## src/rtl/hub75_panel_rx_capture.sv

```systemverilog
// HUB75 receive-side capture: deserializes shifted columns, holds the plane on latch,
// measures unblanked time and streams one beat per column. Row-sequence checking: HUB75_RX_ROWCHECK_EN.
module hub75_panel_rx_capture #(
  parameter int COLS        = 64,
  parameter int ROW_BITS    = 5,
  parameter int ONTIME_W    = 16,
  parameter int SYNC_STAGES = 2
) (
  input  logic                     clk,
  input  logic                     rst_n,
  input  logic [5:0]               hub_rgb,
  input  logic [ROW_BITS-1:0]      hub_a,
  input  logic                     hub_blank,
  input  logic                     hub_sclk,
  input  logic                     hub_latch,
  input  logic                     clear_status,
  output logic                     out_valid,
  input  logic                     out_ready,
  output logic [ROW_BITS-1:0]      out_row,
  output logic [$clog2(COLS)-1:0]  out_col,
  output logic [5:0]               out_rgb,
  output logic                     out_last,
  output logic [ONTIME_W-1:0]      out_ontime,
  output logic                     out_shift_err,
  output logic                     overflow,
  output logic                     row_err
);

  localparam int COL_W = $clog2(COLS);
  localparam int SC_W  = $clog2(COLS + 2);
  localparam int IN_W  = 6 + ROW_BITS + 3;

  localparam logic [1:0] S_IDLE    = 2'd0;
  localparam logic [1:0] S_LATCHED = 2'd1;
  localparam logic [1:0] S_EMIT    = 2'd2;

  logic [IN_W-1:0]     sync_q [SYNC_STAGES];
  logic [5:0]          rgb_s;
  logic [ROW_BITS-1:0] a_s;
  logic                blank_s, sclk_s, latch_s;
  logic                sclk_prev_q, latch_prev_q, blank_prev_q;
  logic                sclk_rise, latch_rise, blank_rise;

  logic [5:0]          sr_q   [COLS];
  logic [5:0]          hold_q [COLS];
  logic [1:0]          state_q, state_d;
  logic [COL_W-1:0]    col_q, col_d;
  logic [ONTIME_W-1:0] ontime_q, ontime_d;
  logic                seen_q, seen_d;
  logic [ROW_BITS-1:0] hold_row_q, hold_row_d;
  logic                hold_err_q, hold_err_d;
  logic [SC_W-1:0]     shift_cnt_q, shift_cnt_d;
  logic                overflow_q, ovf_set, capture;

  // All hub inputs share one chain so data and strobes stay aligned after synchronization.
  always_ff @(posedge clk) begin
    if (!rst_n) begin
      for (int s = 0; s < SYNC_STAGES; s++) sync_q[s] <= '0;
      sclk_prev_q  <= 1'b0;
      latch_prev_q <= 1'b0;
      blank_prev_q <= 1'b0;
    end else begin
      sync_q[0] <= {hub_rgb, hub_a, hub_blank, hub_sclk, hub_latch};
      for (int s = 1; s < SYNC_STAGES; s++) sync_q[s] <= sync_q[s-1];
      sclk_prev_q  <= sclk_s;
      latch_prev_q <= latch_s;
      blank_prev_q <= blank_s;
    end
  end

  assign {rgb_s, a_s, blank_s, sclk_s, latch_s} = sync_q[SYNC_STAGES-1];
  assign sclk_rise  = sclk_s  & ~sclk_prev_q;
  assign latch_rise = latch_s & ~latch_prev_q;
  assign blank_rise = blank_s & ~blank_prev_q;

  always_comb begin
    state_d     = state_q;
    col_d       = col_q;
    ontime_d    = ontime_q;
    seen_d      = seen_q;
    hold_row_d  = hold_row_q;
    hold_err_d  = hold_err_q;
    ovf_set     = 1'b0;
    capture     = 1'b0;
    case (state_q)
      S_IDLE: capture = latch_rise;
      S_LATCHED: begin
        // A blank rise that ends a lit plane beats a simultaneous latch.
        if (blank_rise && seen_q) begin
          state_d = S_EMIT;
          col_d   = '0;
          ovf_set = latch_rise;
        end else if (latch_rise) begin
          capture = 1'b1;
        end else if (!blank_s) begin
          seen_d = 1'b1;
          if (ontime_q != {ONTIME_W{1'b1}}) ontime_d = ontime_q + ONTIME_W'(1);
        end
      end
      S_EMIT: begin
        ovf_set = latch_rise;
        if (out_ready) begin
          if (col_q == COL_W'(COLS - 1)) state_d = S_IDLE;
          else                           col_d   = col_q + COL_W'(1);
        end
      end
      default: state_d = S_IDLE;
    endcase
    if (capture) begin
      state_d    = S_LATCHED;
      hold_row_d = a_s;
      hold_err_d = (shift_cnt_q != SC_W'(COLS));
      ontime_d   = '0;
      seen_d     = 1'b0;
    end
    shift_cnt_d = shift_cnt_q;
    if (latch_rise)                                      shift_cnt_d = '0;
    else if (sclk_rise && shift_cnt_q != SC_W'(COLS + 1)) shift_cnt_d = shift_cnt_q + SC_W'(1);
  end

  always_ff @(posedge clk) begin
    if (!rst_n) begin
      state_q     <= S_IDLE;
      col_q       <= '0;
      ontime_q    <= '0;
      seen_q      <= 1'b0;
      hold_row_q  <= '0;
      hold_err_q  <= 1'b0;
      shift_cnt_q <= '0;
      overflow_q  <= 1'b0;
      for (int i = 0; i < COLS; i++) begin
        sr_q[i]   <= '0;
        hold_q[i] <= '0;
      end
    end else begin
      state_q     <= state_d;
      col_q       <= col_d;
      ontime_q    <= ontime_d;
      seen_q      <= seen_d;
      hold_row_q  <= hold_row_d;
      hold_err_q  <= hold_err_d;
      shift_cnt_q <= shift_cnt_d;
      overflow_q  <= (overflow_q & ~clear_status) | ovf_set;
      if (sclk_rise) begin
        for (int i = 0; i < COLS - 1; i++) sr_q[i] <= sr_q[i+1];
        sr_q[COLS-1] <= rgb_s;
      end
      if (capture) begin
        for (int i = 0; i < COLS; i++) hold_q[i] <= sr_q[i];
      end
    end
  end

`ifdef HUB75_RX_ROWCHECK_EN
  logic [ROW_BITS-1:0] last_row_q;
  logic                have_row_q, row_err_q, row_bad;

  // Rows may repeat (multi-plane PWM) or advance by one; anything else is a sequence error.
  assign row_bad = capture && have_row_q && (a_s != last_row_q) &&
                   (a_s != last_row_q + ROW_BITS'(1));

  always_ff @(posedge clk) begin
    if (!rst_n) begin
      last_row_q <= '0;
      have_row_q <= 1'b0;
      row_err_q  <= 1'b0;
    end else begin
      if (capture) begin
        last_row_q <= a_s;
        have_row_q <= 1'b1;
      end
      row_err_q <= (row_err_q & ~clear_status) | row_bad;
    end
  end
  assign row_err = row_err_q;
`else
  assign row_err = 1'b0;
`endif

  assign overflow      = overflow_q;
  assign out_valid     = (state_q == S_EMIT);
  assign out_col       = col_q;
  assign out_rgb       = hold_q[col_q];
  assign out_last      = (col_q == COL_W'(COLS - 1));
  assign out_row       = hold_row_q;
  assign out_ontime    = ontime_q;
  assign out_shift_err = hold_err_q;

endmodule

```

## config.mk

```make
export PLATFORM = sky130hd
export DESIGN_NAME = hub75_panel_rx_capture
export DESIGN_NICKNAME = d
export VERILOG_FILES = /design/src/rtl/hub75_panel_rx_capture.sv
export SDC_FILE = /design/constraint.sdc
export NUM_CORES = 1
export LEC_CHECK = 0
export CORE_ASPECT_RATIO = 0.7
export CORE_MARGIN = 2
export CORE_UTILIZATION = 45
export CTS_CLUSTER_DIAMETER = 60
export DETAILED_ROUTE_END_ITERATION = 10
export PLACE_DENSITY = 0.63
export RECOVER_POWER = 25
export SLEW_MARGIN = 20
export SYNTH_ARGS = -nofsm -noshare
export SYNTH_HDL_FRONTEND = slang
export SYNTH_SLANG_ARGS = --single-unit
```

## constraint.sdc

```tcl
create_clock -name clk -period 16.15 [get_ports clk]
set_input_delay 4.0375 -clock clk [delete_from_list [all_inputs] [get_ports clk]]
set_output_delay 4.0375 -clock clk [all_outputs]
set_load 0.005 [all_outputs]
```

==> impl_summary.txt, run 1 <==
----------------------------------------------------
[Clock tree]
  Source-to-sink clock delay at the later pin of the worst-skew pair ... 0.63 ns
  Setup Buffers After CTS ... 0
  Total clock sinks ... 844
  Maximum clock insertion buffer count ... 3
  Number of H-tree branching levels ... 3
  CTS tree ... built
  Total clock buffers created by CTS ... 78
  Clock-pin slew on the worst setup and hold paths ... 0.06 ns
  Root buf cell ... clkbuf_16
  Post-cts gate resize count ... 0
  Hold-fix buffers, CTS ... 0

[Detailed routing]
  Initial detailed-routing violation count ... 1899
  Met3 Wirelength ... 3110 um
  Via count ... 16.8k
  Residual antenna-violating net count after detailed routing ... 0
  Length of the first detailed-routing pass in iterations ... 5
  Routed wire length ... 61400 um
  Met2 Wirelength ... 26100 um
  Via/cell ratio ... 5.48
  Average wire length per cell after detail routing ... 20.1 um
  Highest metal layer with signal wires ... met5
  Wire length on met1 ... 30900 um
  Drc violations ... 0

[Yosys]
  Simple-gate area share of the yosys netlist ... 14.2%
  Synth Area per Inst ... 16.5 um2
  Synth Cell Area ... 33100 um2
  Main combinational cell family by area after synthesis ... simple AND/OR/NAND/NOR gates
  Number of distinct library cells after synthesis ... 53
  Most used DFF post-synth ... edfxtp_1
  Post-synth net total ... 2031
  Yosys warning total ... 0
  Arithmetic-cell share of the synthesized area counting full adders, half adders and majority gates ... 0.302%
  Yosys top cell by area ... edfxtp_1
  Compound-Gate Fraction of Synth Area ... 1.77%
  Multiplexer area fraction after synthesis ... 6.90%
  Share of the synthesized netlist area taken by xor and xnor gates ... 0.503%
  Synth async-reset ratio ... 0%
  Count of state elements after synthesis ... 844
  Count of flip-flops with a built-in enable after synthesis ... 768
  Share of the yosys chip area belonging to registers ... 74.3%
  Area contributors post-synth ... edfxtp_1 (70%), and3_1 (7.6%), mux4_2 (6.5%)
  Area share of the largest cell type after synthesis ... 69.7%
  Count of mapped cells out of synthesis ... 2005

[Critical path]
  Slowest cell on crit path ... nand2_1
  Number of cells traversed by the worst register-to-register path ... 7
  Worst Path Class, Setup ... in -> reg
  Cells along the critical path ... clkbuf_1 -> nand2_1 -> buf_12 -> buf_4
  Arrival time at the worst endpoint ... 11.57 ns
  Reg2Reg Launch Point ... state_q[1]
  Critical path capture point type ... register
  Reg2Reg Setup Slack ... 10.36 ns
  CP max stage delay ... 3.19 ns
  Worst R2R End ... hold_q[36][1]
  Worst setup path startpoint ... rst_n
  Data required time at the worst endpoint ... 16.39 ns
  Max FO, Critical Path ... 188
  CP endpoint ... sr_q[0][1]
  Nature of the critical path startpoint ... primary input

[Timing]
  Setup-failing EPs final ... 0
  Headroom to the max-slew limit ... -212%
  Setup clock skew after layout ... 0.0243 ns
  Worst Tran Pin Value ... 4.68 ns
  Post-layout worst setup margin ... 4.82 ns
  TNS Setup ... 0 ns
  Final clock period utilization by the worst path ... 70.2%
  Highest clock frequency the design can meet ... 88.2 MHz
  Setup repair after global routing missed its margin ... false
  Final critical delay including setup and external delays ... 11.33 ns
  Total count of max-transition violations in the final report ... 349
  Count of final hold-check violations ... 0

[Finish]
  Commonest cells after routing, fill and taps aside ... edfxtp_1 (768), and3_1 (403), and2_0 (149)
  Fraction of final layout cells with drive strength greater than 1 ... 11.9%
  Count of inserted antenna diode cells ... 0
  Layout-stage area growth over the synthesis result ... 11.9%
  Number of nets in the finished design ... 2041
  Number of inserted filler cells in the final layout ... 5954
  Most common cell after layout, fill and taps aside ... edfxtp_1

[Power]
  Leakage power total ... 14.2 nW
  Highest ir drop seen on vdd ... 126 uV
  Power density over the cells ... 125 nW/um2

[GRT]
  Wire length of the first global-routing pass ... 98400 um
  Total track usage ... 16.5%
  Pin count of the biggest net entering global routing ... 189
  Initial antenna violation count ... 1
  Vias in the first global route ... 16.8k
  Final global-route overflow total ... 0

[Die]
  FP Rows ... 83
  Core box area ... 73000 um2
  Die Wd ... 328 um
  Height of the die ... 231 um
  Number of top-level pins ... 56
  Die outline area ... 75800 um2
  Starting Density ... 45.3%

[Placement]
  Post-Place Setup Slack ... 7.78 ns
  GP Congestion ... 0.775
  Count of buffers inserted at the top-level ports ... 54
  Final HPWL DP ... 32600 um

[Flow run]
  Number of maximum-capacitance violations ... 4

[Run status]
  Violated checks ... capacitance limit, slew limit
  Result of the run ... finished with violations

[Min path]
  Worst Hold Class ... reg -> reg

----------------------------------------------------
cell families (layout without fill, tap and decap cells):
| kind of cell | Yosys count | in the layout |
|---|---|---|
| simple gates | 776 | 776 |
| compound gates | 87 | 87 |
| mux | 108 | 108 |
| fa+ha+maj | 8 | 8 |
| other cells | 1 | 1 |
| xor+xnor | 19 | 19 |
| flops | 844 | 844 |
| buf+inv | 162 | 235 |
sequential cells by signal (all words and copies together) (netlist names), 2 cells and up, named ones only:
signal       flops
hold_q         384
sr_q           384
sync_q          28
out_ontime      16
shift_cnt_q      7
out_col          6
out_row          5
state_q          2
synthesized netlist by cell type, drive strengths merged (2+ instances only):
| cell | number |
|---|---|
| buf | 20 |
| or3 | 5 |
| nand4 | 11 |
| nand2 | 36 |
| mux4 | 96 |
| o41ai | 2 |
| a32o | 3 |
| nor4b | 2 |
| a21oi | 17 |
| o221ai | 10 |
| o22ai | 8 |
| edfxtp | 768 |
| o211a | 2 |
| clkbuf | 132 |
| or4 | 2 |
| o21ai | 15 |
| and3 | 403 |
| nor4 | 7 |
| o22a | 5 |
| ha | 8 |
| o21bai | 2 |
| and2 | 224 |
| o31ai | 3 |
| nand2b | 7 |
| nor2b | 14 |
| mux2i | 12 |
| xor2 | 9 |
| inv | 10 |
| and4 | 2 |
| xnor2 | 10 |
| nand3 | 17 |
| dfxtp | 76 |
| nor2 | 35 |
| nand3b | 3 |
| nor3 | 4 |
| a31oi | 10 |
| a22oi | 5 |
| o211ai | 2 |
area by class of cell:
class                      count  area (um2)  area share, %
timing repair buffer          82         761           2.05
multi-input combinational    999        7850           21.2
clock buffer                  94        2080           5.63
inverter                      10        37.5          0.101
clock inverter                49         485           1.31
tap                          977        1220           3.30
sequential                   844       24600           66.4
stage by stage:
step / utilization (%) / instances / power (mW) / area (um2) / hold slack [ns]
after detailed placement: 47.2 / 2912 / 2.81 / 34500 / 0.418
after floorplan: - / 2005 / 2.79 / 33100 / 0.412
after global placement: 47.2 / 2912 / 2.80 / 34500 / 0.414
after global routing: 50.7 / 3055 / 4.79 / 37000 / 0.443
final: 50.7 / 3055 / 4.63 / 37000 / 0.433
after CTS: 50.8 / 3055 / 4.67 / 37100 / 0.433
layer usage:
metal | vias up | global-route usage (%)
li1 | 7725 | -
met1 | 8534 | 26.1
met2 | 390 | 23.2
met3 | 100 | 3.11
met4 | 2 | 4.37
met5 | - | 0
worst max-delay path: cells and delay by family:
family                 cells  cell delay, ns
buffers and inverters      3            4.07
AND/OR/NAND/NOR            1            3.19
power breakdown:
| part | internal [mW] | switching (mW) | leakage (nW) | total [mW] |
|---|---|---|---|---|
| Combinational | 0.0709 | 0.118 | 4.30 | 0.189 |
| Clock | 1.07 | 0.800 | 1.27 | 1.87 |
| Sequential | 2.53 | 0.0424 | 8.63 | 2.57 |
| Total | 3.67 | 0.960 | 14.2 | 4.63 |
worst min-delay path by stage:
stage	startpoint	end	slack (ns)	cells past startpoint
after global placement	sync_q[0][5]	sync_q[0][19]	0.41	1
after detailed placement	sync_q[0][3]	sync_q[0][17]	0.42	1
after floorplan	sync_q[0][0]	sync_q[0][14]	0.41	1
final	sync_q[0][1]	sync_q[0][15]	0.43	1
after global routing	sync_q[0][5]	sync_q[0][19]	0.44	1
after CTS	sync_q[0][2]	sync_q[0][16]	0.43	1
Note: power is estimated with default switching activity, not from simulation.
==> inputs of run 2 (changes only) <==
--- a/config.mk
+++ b/config.mk
@@ -10,7 +10,7 @@
 export CORE_UTILIZATION = 45
 export CTS_CLUSTER_DIAMETER = 60
 export DETAILED_ROUTE_END_ITERATION = 10
-export PLACE_DENSITY = 0.63
+export PLACE_DENSITY = 0.61
 export RECOVER_POWER = 25
 export SLEW_MARGIN = 20
 export SYNTH_ARGS = -nofsm -noshare
==> constraint.sdc (replaced) <==
create_clock -name clk -period 10.6 [get_ports clk]
set_input_delay 2.65 -clock clk [delete_from_list [all_inputs] [get_ports clk]]
set_output_delay 2.65 -clock clk [all_outputs]
set_load 0.005 [all_outputs]
==> run 2 against run 1 <==
Effect of this change:
- global-route usage is 0.069 points lower
- critical path type is now reg -> reg
- register-to-register slack worse by 7.6 ns
- the run still ends with capacitance limit, slew limit left
- sequential power is 52% higher
- via count is 0.42% lower
- routed wire length is 0.45% higher
- cell area is 0.14% lower
==> impl_summary.txt, run 2 (synthesis gave the netlist of run 1 again) <==
----------------------------------------------------
[Min path]
  End point of the worst hold path ... sync_q[0][17] (was sync_q[0][15])
  Worst Hold Class ... reg -> reg (unchanged)
  Origin of the worst min-delay path ... sync_q[0][3] (was sync_q[0][1])
  Hold Path Stages ... 1 (unchanged)

[GRT]
  Wire length of the first global-routing pass ... 97400 um (was 98400 um)
  Pin count of the biggest net entering global routing ... 336 (was 189)
  Total track usage ... 16.4% (was 16.5%)
  Vias in the first global route ... 16.6k (was 16.8k)
  Final global-route overflow total ... 0 (unchanged)
  Initial antenna violation count ... 1 (unchanged)

[Critical path]
  Reg2Reg Launch Point ... state_q[1] (unchanged)
  Nature of the critical path startpoint ... register (was primary input)
  Max FO, Critical Path ... 140 (was 188)
  Number of cells traversed by the worst register-to-register path ... 7 (unchanged)
  Worst R2R End ... hold_q[21][3] (was hold_q[36][1])
  Data required time at the worst endpoint ... 11.06 ns (was 16.39 ns)
  Critical path capture point type ... register (unchanged)
  Worst Path Class, Setup ... reg -> reg (was in -> reg)
  Arrival time at the worst endpoint ... 8.31 ns (was 11.57 ns)
  Reg2Reg Setup Slack ... 2.75 ns (was 10.36 ns)

[Clock tree]
  Hold-fix buffers, CTS ... 0 (unchanged)
  Root buf cell ... clkbuf_16 (unchanged)
  Post-cts gate resize count ... 0 (unchanged)
  Source-to-sink clock delay at the later pin of the worst-skew pair ... 0.64 ns (was 0.63 ns)
  Total clock buffers created by CTS ... 79 (was 78)
  Total clock sinks ... 844 (unchanged)
  CTS tree ... built (unchanged)
  Maximum clock insertion buffer count ... 3 (unchanged)
  Setup Buffers After CTS ... 0 (unchanged)
  Number of H-tree branching levels ... 3 (unchanged)
  Clock-pin slew on the worst setup and hold paths ... 0.06 ns (about the same)

[Detailed routing]
  Drc violations ... 0 (unchanged)
  Average wire length per cell after detail routing ... 20.3 um (was 20.1 um)
  Initial detailed-routing violation count ... 1564 (was 1899)
  Via/cell ratio ... 5.48 (about the same)
  Residual antenna-violating net count after detailed routing ... 0 (unchanged)
  Length of the first detailed-routing pass in iterations ... 5 (unchanged)
  Routed wire length ... 61700 um (was 61400 um)
  Via count ... 16.7k (was 16.8k)

[Timing]
  Total count of max-transition violations in the final report ... 405 (was 349)
  Headroom to the max-slew limit ... -245% (was -212%)
  TNS Setup ... 0 ns (unchanged)
  Setup-failing EPs final ... 0 (unchanged)
  Setup clock skew after layout ... 0.0253 ns (was 0.0243 ns)
  Final clock period utilization by the worst path ... 74.0%
  Final critical delay including setup and external delays ... 7.85 ns
  Worst Tran Pin Value ... 5.18 ns (was 4.68 ns)
  Count of final hold-check violations ... 0 (unchanged)
  Setup repair after global routing missed its margin ... false (unchanged)
  Highest clock frequency the design can meet ... 127 MHz

[Run status]
  Result of the run ... finished with violations (unchanged)
  Violated checks ... capacitance limit, slew limit (unchanged)

[Finish]
  Number of nets in the finished design ... 2034 (was 2041)
  Fraction of final layout cells with drive strength greater than 1 ... 10.9% (was 11.9%)
  Most common cell after layout, fill and taps aside ... edfxtp_1 (unchanged)
  Count of inserted antenna diode cells ... 0 (unchanged)
  Layout-stage area growth over the synthesis result ... 11.7% (was 11.9%)
  Commonest cells after routing, fill and taps aside ... edfxtp_1 (768), and3_1 (403), and2_1 (210) (was edfxtp_1 (768), and3_1 (403), and2_0 (149))
  Leading registers by flop count ... hold_q (384), sr_q (384), sync_q (28) (unchanged)

[Die]
  Starting Density ... 45.3% (unchanged)
  FP Rows ... 83 (unchanged)
  Core box area ... 73000 um2 (unchanged)
  Height of the die ... 231 um (unchanged)
  Die Wd ... 328 um (unchanged)
  Number of top-level pins ... 56 (unchanged)
  Die outline area ... 75800 um2 (unchanged)

[Flow run]
  Number of maximum-capacitance violations ... 5 (was 4)

[Power]
  Leakage power total ... 14.3 nW (was 14.2 nW)
  Highest ir drop seen on vdd ... 131 uV (was 126 uV)
  Power density over the cells ... 190 nW/um2 (was 125 nW/um2)
  Total power consumption of the routed design ... 7.04 mW (was 4.63 mW)

[Placement]
  Count of buffers inserted at the top-level ports ... 54 (unchanged)
  GP Congestion ... 0.740 (was 0.775)
  Final HPWL DP ... 32000 um (was 32600 um)

----------------------------------------------------
## run 2: cell types whose count changed in the layout (fill, tap and decap cells not counted), sizes merged
cell and delta:
clkdlybuf4s50 -1, dlygate4sd3 +1, clkinv -11, buf -10
clkbuf +13, clkinvlp -1, bufinv -1
## run 2: area by class of cell
type                    count  area, um2
fillers                  5961      36000
inverters                  10       37.5
multi-input cells         999       7840
well taps                 977       1220
clock buffers             105       2170
flip-flops and latches    844      24600
repair buffers             74        742
clock inverters            36        379
## run 2: metrics by stage
stage / instances / cell area (um2) / utilization (%) / hold slack [ns] / setup slack (ns)
final: 3045 / 37000 / 50.7 / 0.425 / 2.75
after global routing: 3045 / 37000 / 50.7 / 0.434 / 2.00
after CTS: 3044 / 37000 / 50.7 / 0.429 / 3.34
after detailed placement: 2903 / 34500 / 47.2 / 0.421 / 4.05
after global placement: 2903 / 34500 / 47.2 / 0.415 / 4.09
after floorplan: 2005 / 33100 / - / 0.412 / 1.94
## run 2: how the worst max path moves through the flow
stage | start | to | slack [ns] | depth (start not counted)
2_1_floorplan | rst_n | hold_q[0][0] | 1.94 | 3
3_3_place_gp | register | out_rgb[2] | 4.09 | 7
3_5_place_dp | register | out_rgb[2] | 4.05 | 7
4_1_cts | register | out_rgb[2] | 3.34 | 7
5_1_grt | state_q[1] | hold_q[9][1] | 2.00 | 7
6_report | state_q[1] | hold_q[21][3] | 2.75 | 7
## run 2: critical path: stages, from the launching register on
cell and delay (ns):
dfxtp_1 0.33, inv_1 0.09, ha_1 0.27, a21oi_1 0.15
nor2_1 0.64, clkbuf_1 1.84, clkbuf_1 3.72, and3_1 0.49
## run 2: where the power goes
part           total, mW  switching (mW)  internal (mW)  leakage (nW)
Clock               2.83            1.20           1.63          1.24
Sequential          3.91          0.0605           3.85          8.63
Combinational      0.296           0.185          0.110          4.39
## run 2: routing by layer
layer / vias up / share of wire, % / GRT usage (%)
li1: 7705 / - / -
met1: 8481 / 50 / 25.9
met5: - / 0 / 0
met2: 406 / 43 / 23.1
met3: 88 / 5.5 / 3.34
met4: 0 / 1.9 / 4.25
==> inputs of run 3 (changes only) <==
--- a/config.mk
+++ b/config.mk
@@ -10,7 +10,7 @@
 export CORE_UTILIZATION = 45
 export CTS_CLUSTER_DIAMETER = 60
 export DETAILED_ROUTE_END_ITERATION = 10
-export PLACE_DENSITY = 0.61
+export PLACE_DENSITY = 0.63
 export RECOVER_POWER = 25
 export SLEW_MARGIN = 20
 export SYNTH_ARGS = -nofsm -noshare
==> constraint.sdc (replaced) <==
create_clock -name clk -period 7.2 [get_ports clk]
set_input_delay 1.8 -clock clk [delete_from_list [all_inputs] [get_ports clk]]
set_output_delay 1.8 -clock clk [all_outputs]
set_load 0.005 [all_outputs]
==> run 3 against run 2 <==
Effect of this change:
- the run still ends with capacitance limit, slew limit left
- sequential power increased by 47%
- clock-buffer cell count decreased by 7
- worst setup slack got worse by 1.4 ns
- cell count increased by 0.20%
- global-route usage increased by 0.33 points
- sequential cell count unchanged
- critical path depth decreased by 1
- utilization decreased by 0.087 points
- clock power increased by 42%
- via count increased by 1.0%
- register-to-register slack got worse by 1.4 ns
- power increased by 45%
- largest cell class unchanged
==> impl_summary.txt, run 3 (synthesis gave the netlist of run 1 again) <==
----------------------------------------------------
[Critical path]
  Cells along the critical path ... inv_1 -> ha_1 -> a21oi_1 -> nor2_1 -> clkbuf_2 -> and3_1 (was inv_1 -> ha_1 -> a21oi_1 -> nor2_1 -> clkbuf_1 -> clkbuf_1 -> and3_1)
  Buffers plus inverters on the worst setup path ... 2 (was 3)
  Slowest cell on crit path ... clkbuf_2 (was clkbuf_1)
  Critical path's top delay family ... buffers and inverters (unchanged)
  CP max stage delay ... 2.32 ns (was 3.72 ns)
  Worst Path Class, Setup ... reg -> reg (unchanged)
  Arrival time at the worst endpoint ... 6.30 ns (was 8.31 ns)
  Critical path capture point type ... register (unchanged)
  Reg2Reg Setup Slack ... 1.36 ns (was 2.75 ns)
  Max FO, Critical Path ... 174 (was 140)
  Data required time at the worst endpoint ... 7.66 ns (was 11.06 ns)
  Nature of the critical path startpoint ... register (unchanged)

[Finish]
  Number of inserted filler cells in the final layout ... 6008 (was 5961)
  Post-route cell area ... 36900 um2 (was 37000 um2)
  Fraction of final layout cells with drive strength greater than 1 ... 11.3% (was 10.9%)
  Layout-stage area growth over the synthesis result ... 11.5% (was 11.7%)
  Commonest cells after routing, fill and taps aside ... edfxtp_1 (768), and3_1 (403), and2_1 (160) (was edfxtp_1 (768), and3_1 (403), and2_1 (210))
  Leading registers by flop count ... hold_q (384), sr_q (384), sync_q (28) (unchanged)
  Number of nets in the finished design ... 2036 (was 2034)
  Most common cell after layout, fill and taps aside ... edfxtp_1 (unchanged)

[Power]
  Power density over the cells ... 277 nW/um2 (was 190 nW/um2)
  Internal Dissipation ... 8.09 mW (was 5.59 mW)
  Highest ir drop seen on vdd ... 181 uV (was 131 uV)
  Relative contribution of the clock network to total power ... 39.3% (was 40.2%)
  Sequential cell fraction of total power ... 56.3% (was 55.6%)
  Net Sw Frac ... 20.8% (was 20.5%)
  Part of the total power dissipated in combinational logic ... 4.3% (was 4.2%)
  Switching power total ... 2.13 mW (was 1.45 mW)
  Leakage power total ... 14.2 nW (was 14.3 nW)

[Timing]
  Setup-failing EPs final ... 0 (unchanged)
  Setup repair after global routing missed its margin ... false (unchanged)
  Total count of max-transition violations in the final report ... 872 (was 405)
  Count of final hold-check violations ... 0 (unchanged)
  Worst hold slack after final layout ... 0.433 ns (was 0.425 ns)
  Final critical delay including setup and external delays ... 5.84 ns (was 7.85 ns)
  TNS Setup ... 0 ns (unchanged)
  Headroom to the max-slew limit ... -206% (was -245%)
  Highest clock frequency the design can meet ... 171 MHz (was 127 MHz)
  Final clock period utilization by the worst path ... 81.0% (was 74.0%)
  Setup clock skew after layout ... 0.0217 ns (was 0.0253 ns)
  Worst Tran Pin Value ... 4.59 ns (was 5.18 ns)

[Die]
  FP Rows ... 83 (unchanged)
  Starting Density ... 45.3% (unchanged)
  Die outline area ... 75800 um2 (unchanged)
  Number of top-level pins ... 56 (unchanged)
  Height of the die ... 231 um (unchanged)
  Core box area ... 73000 um2 (unchanged)
  Die Wd ... 328 um (unchanged)

[Detailed routing]
  Via/cell ratio ... 5.52 (was 5.48)
  Residual antenna-violating net count after detailed routing ... 0 (unchanged)
  Via count ... 16.9k (was 16.7k)
  Average wire length per cell after detail routing ... 20.5 um (was 20.3 um)
  Initial detailed-routing violation count ... 1784 (was 1564)
  Routed wire length ... 62500 um (was 61700 um)
  Length of the first detailed-routing pass in iterations ... 5 (unchanged)
  Drc violations ... 0 (unchanged)

[GRT]
  Wire length of the first global-routing pass ... 99600 um (was 97400 um)
  Total track usage ... 16.7% (was 16.4%)
  Met1 demand-to-capacity share in global routing ... 26.9% (was 25.9%)
  Vias in the first global route ... 16.9k (was 16.6k)
  Met2 usage in global routing ... 23.6% (was 23.1%)
  Busiest metal layer after global routing ... met1 (unchanged)
  Initial antenna violation count ... 4 (was 1)
  Grt met3 use ... 2.97% (was 3.34%)
  Final global-route overflow total ... 0 (unchanged)
  Pin count of the biggest net entering global routing ... 321 (was 336)

[Min path]
  Worst Hold Class ... reg -> reg (unchanged)

[Clock tree]
  Root buf cell ... clkbuf_16 (unchanged)
  Post-cts gate resize count ... 0 (unchanged)
  Total clock sinks ... 844 (unchanged)
  CTS tree ... built (unchanged)
  Total clock buffers created by CTS ... 77 (was 79)
  Maximum clock insertion buffer count ... 3 (unchanged)
  Clock-pin slew on the worst setup and hold paths ... 0.07 ns (was 0.06 ns)
  Source-to-sink clock delay at the later pin of the worst-skew pair ... 0.62 ns (was 0.64 ns)
  Hold-fix buffers, CTS ... 0 (unchanged)
  Setup Buffers After CTS ... 0 (unchanged)
  Number of H-tree branching levels ... 3 (unchanged)

[Placement]
  Instance area at placement ... 34500 um2 (about the same)
  GP Congestion ... 0.764 (was 0.740)
  Count of buffers inserted at the top-level ports ... 54 (unchanged)
  Final HPWL DP ... 33600 um (was 32000 um)

[Run status]
  Result of the run ... finished with violations (unchanged)
  Violated checks ... capacitance limit, slew limit (unchanged)

[Flow run]
  Number of maximum-capacitance violations ... 10 (was 5)

----------------------------------------------------
[run 3: cell count changes in the layout (fill, tap and decap cells not counted), sizes merged]
cell	change
clkinv	+8
clkbuf	-4
bufinv	-2
buf	+1
clkinvlp	+1
diode	+1
inv	+1
[run 3: worst reg2reg max path, delay by kind of cell, from the launching register on]
kind                     cells  cell delay [ns]
AND/OR/NAND/NOR              2             2.53
flip-flops                   1             0.33
adder cells (fa/ha/maj)      1             0.25
buffers and inverters        2             2.41
AO/OA/AOI/OAI                1             0.16
[run 3: path summary, 6_finish.rpt]
check,start,to,cells after the start
hold / removal,sync_q[0][5],sync_q[0][19],1
setup / recovery,state_q[1],hold_q[7][0],6
setup reg to reg,state_q[1],hold_q[7][0],6
hold reg to reg,sync_q[0][5],sync_q[0][19],1
[run 3: routing by layer]
metal / vias up / routed length (um) / share of wire (%)
met3: 79 / 3180 / 5.1
met2: 398 / 27100 / 43
li1: 7710 / - / -
met4: 0 / 1000 / 1.6
met5: - / 0 / 0
met1: 8666 / 31300 / 50
[run 3: area by class of cell]
cell class / count / area, um2 / share of cell area, %
clock inverters: 44 / 377 / 1.02
inverters: 10 / 37.5 / 0.102
diodes: 1 / 2.50 / 0.00678
multi-input cells: 999 / 7830 / 21.2
repair buffers: 78 / 782 / 2.12
well taps: 977 / 1220 / 3.31
flip-flops and latches: 844 / 24600 / 66.6
clock buffers: 98 / 2070 / 5.61
[run 3: metrics by stage]
stage / std cells / setup WS (ns) / power (mW) / util, %
2_1_floorplan: 2005 / 1.55 / 6.17 / -
4_1_cts: 3049 / 1.51 / 10.3 / 50.7
3_5_place_dp: 2907 / 2.19 / 6.31 / 47.3
6_report: 3051 / 1.36 / 10.2 / 50.6
5_1_grt: 3051 / 0.830 / 10.6 / 50.6
3_3_place_gp: 2907 / 2.13 / 6.29 / 47.3
[run 3: power groups by stage]
stage          clock network (mW)  registers (mW)  logic [mW]
2_1_floorplan                   0            5.84       0.329
3_3_place_gp                    0            5.85       0.441
3_5_place_dp                    0            5.86       0.452
4_1_cts                      4.11            5.76       0.454
5_1_grt                      4.30            5.79       0.488
6_report                     4.02            5.76       0.440
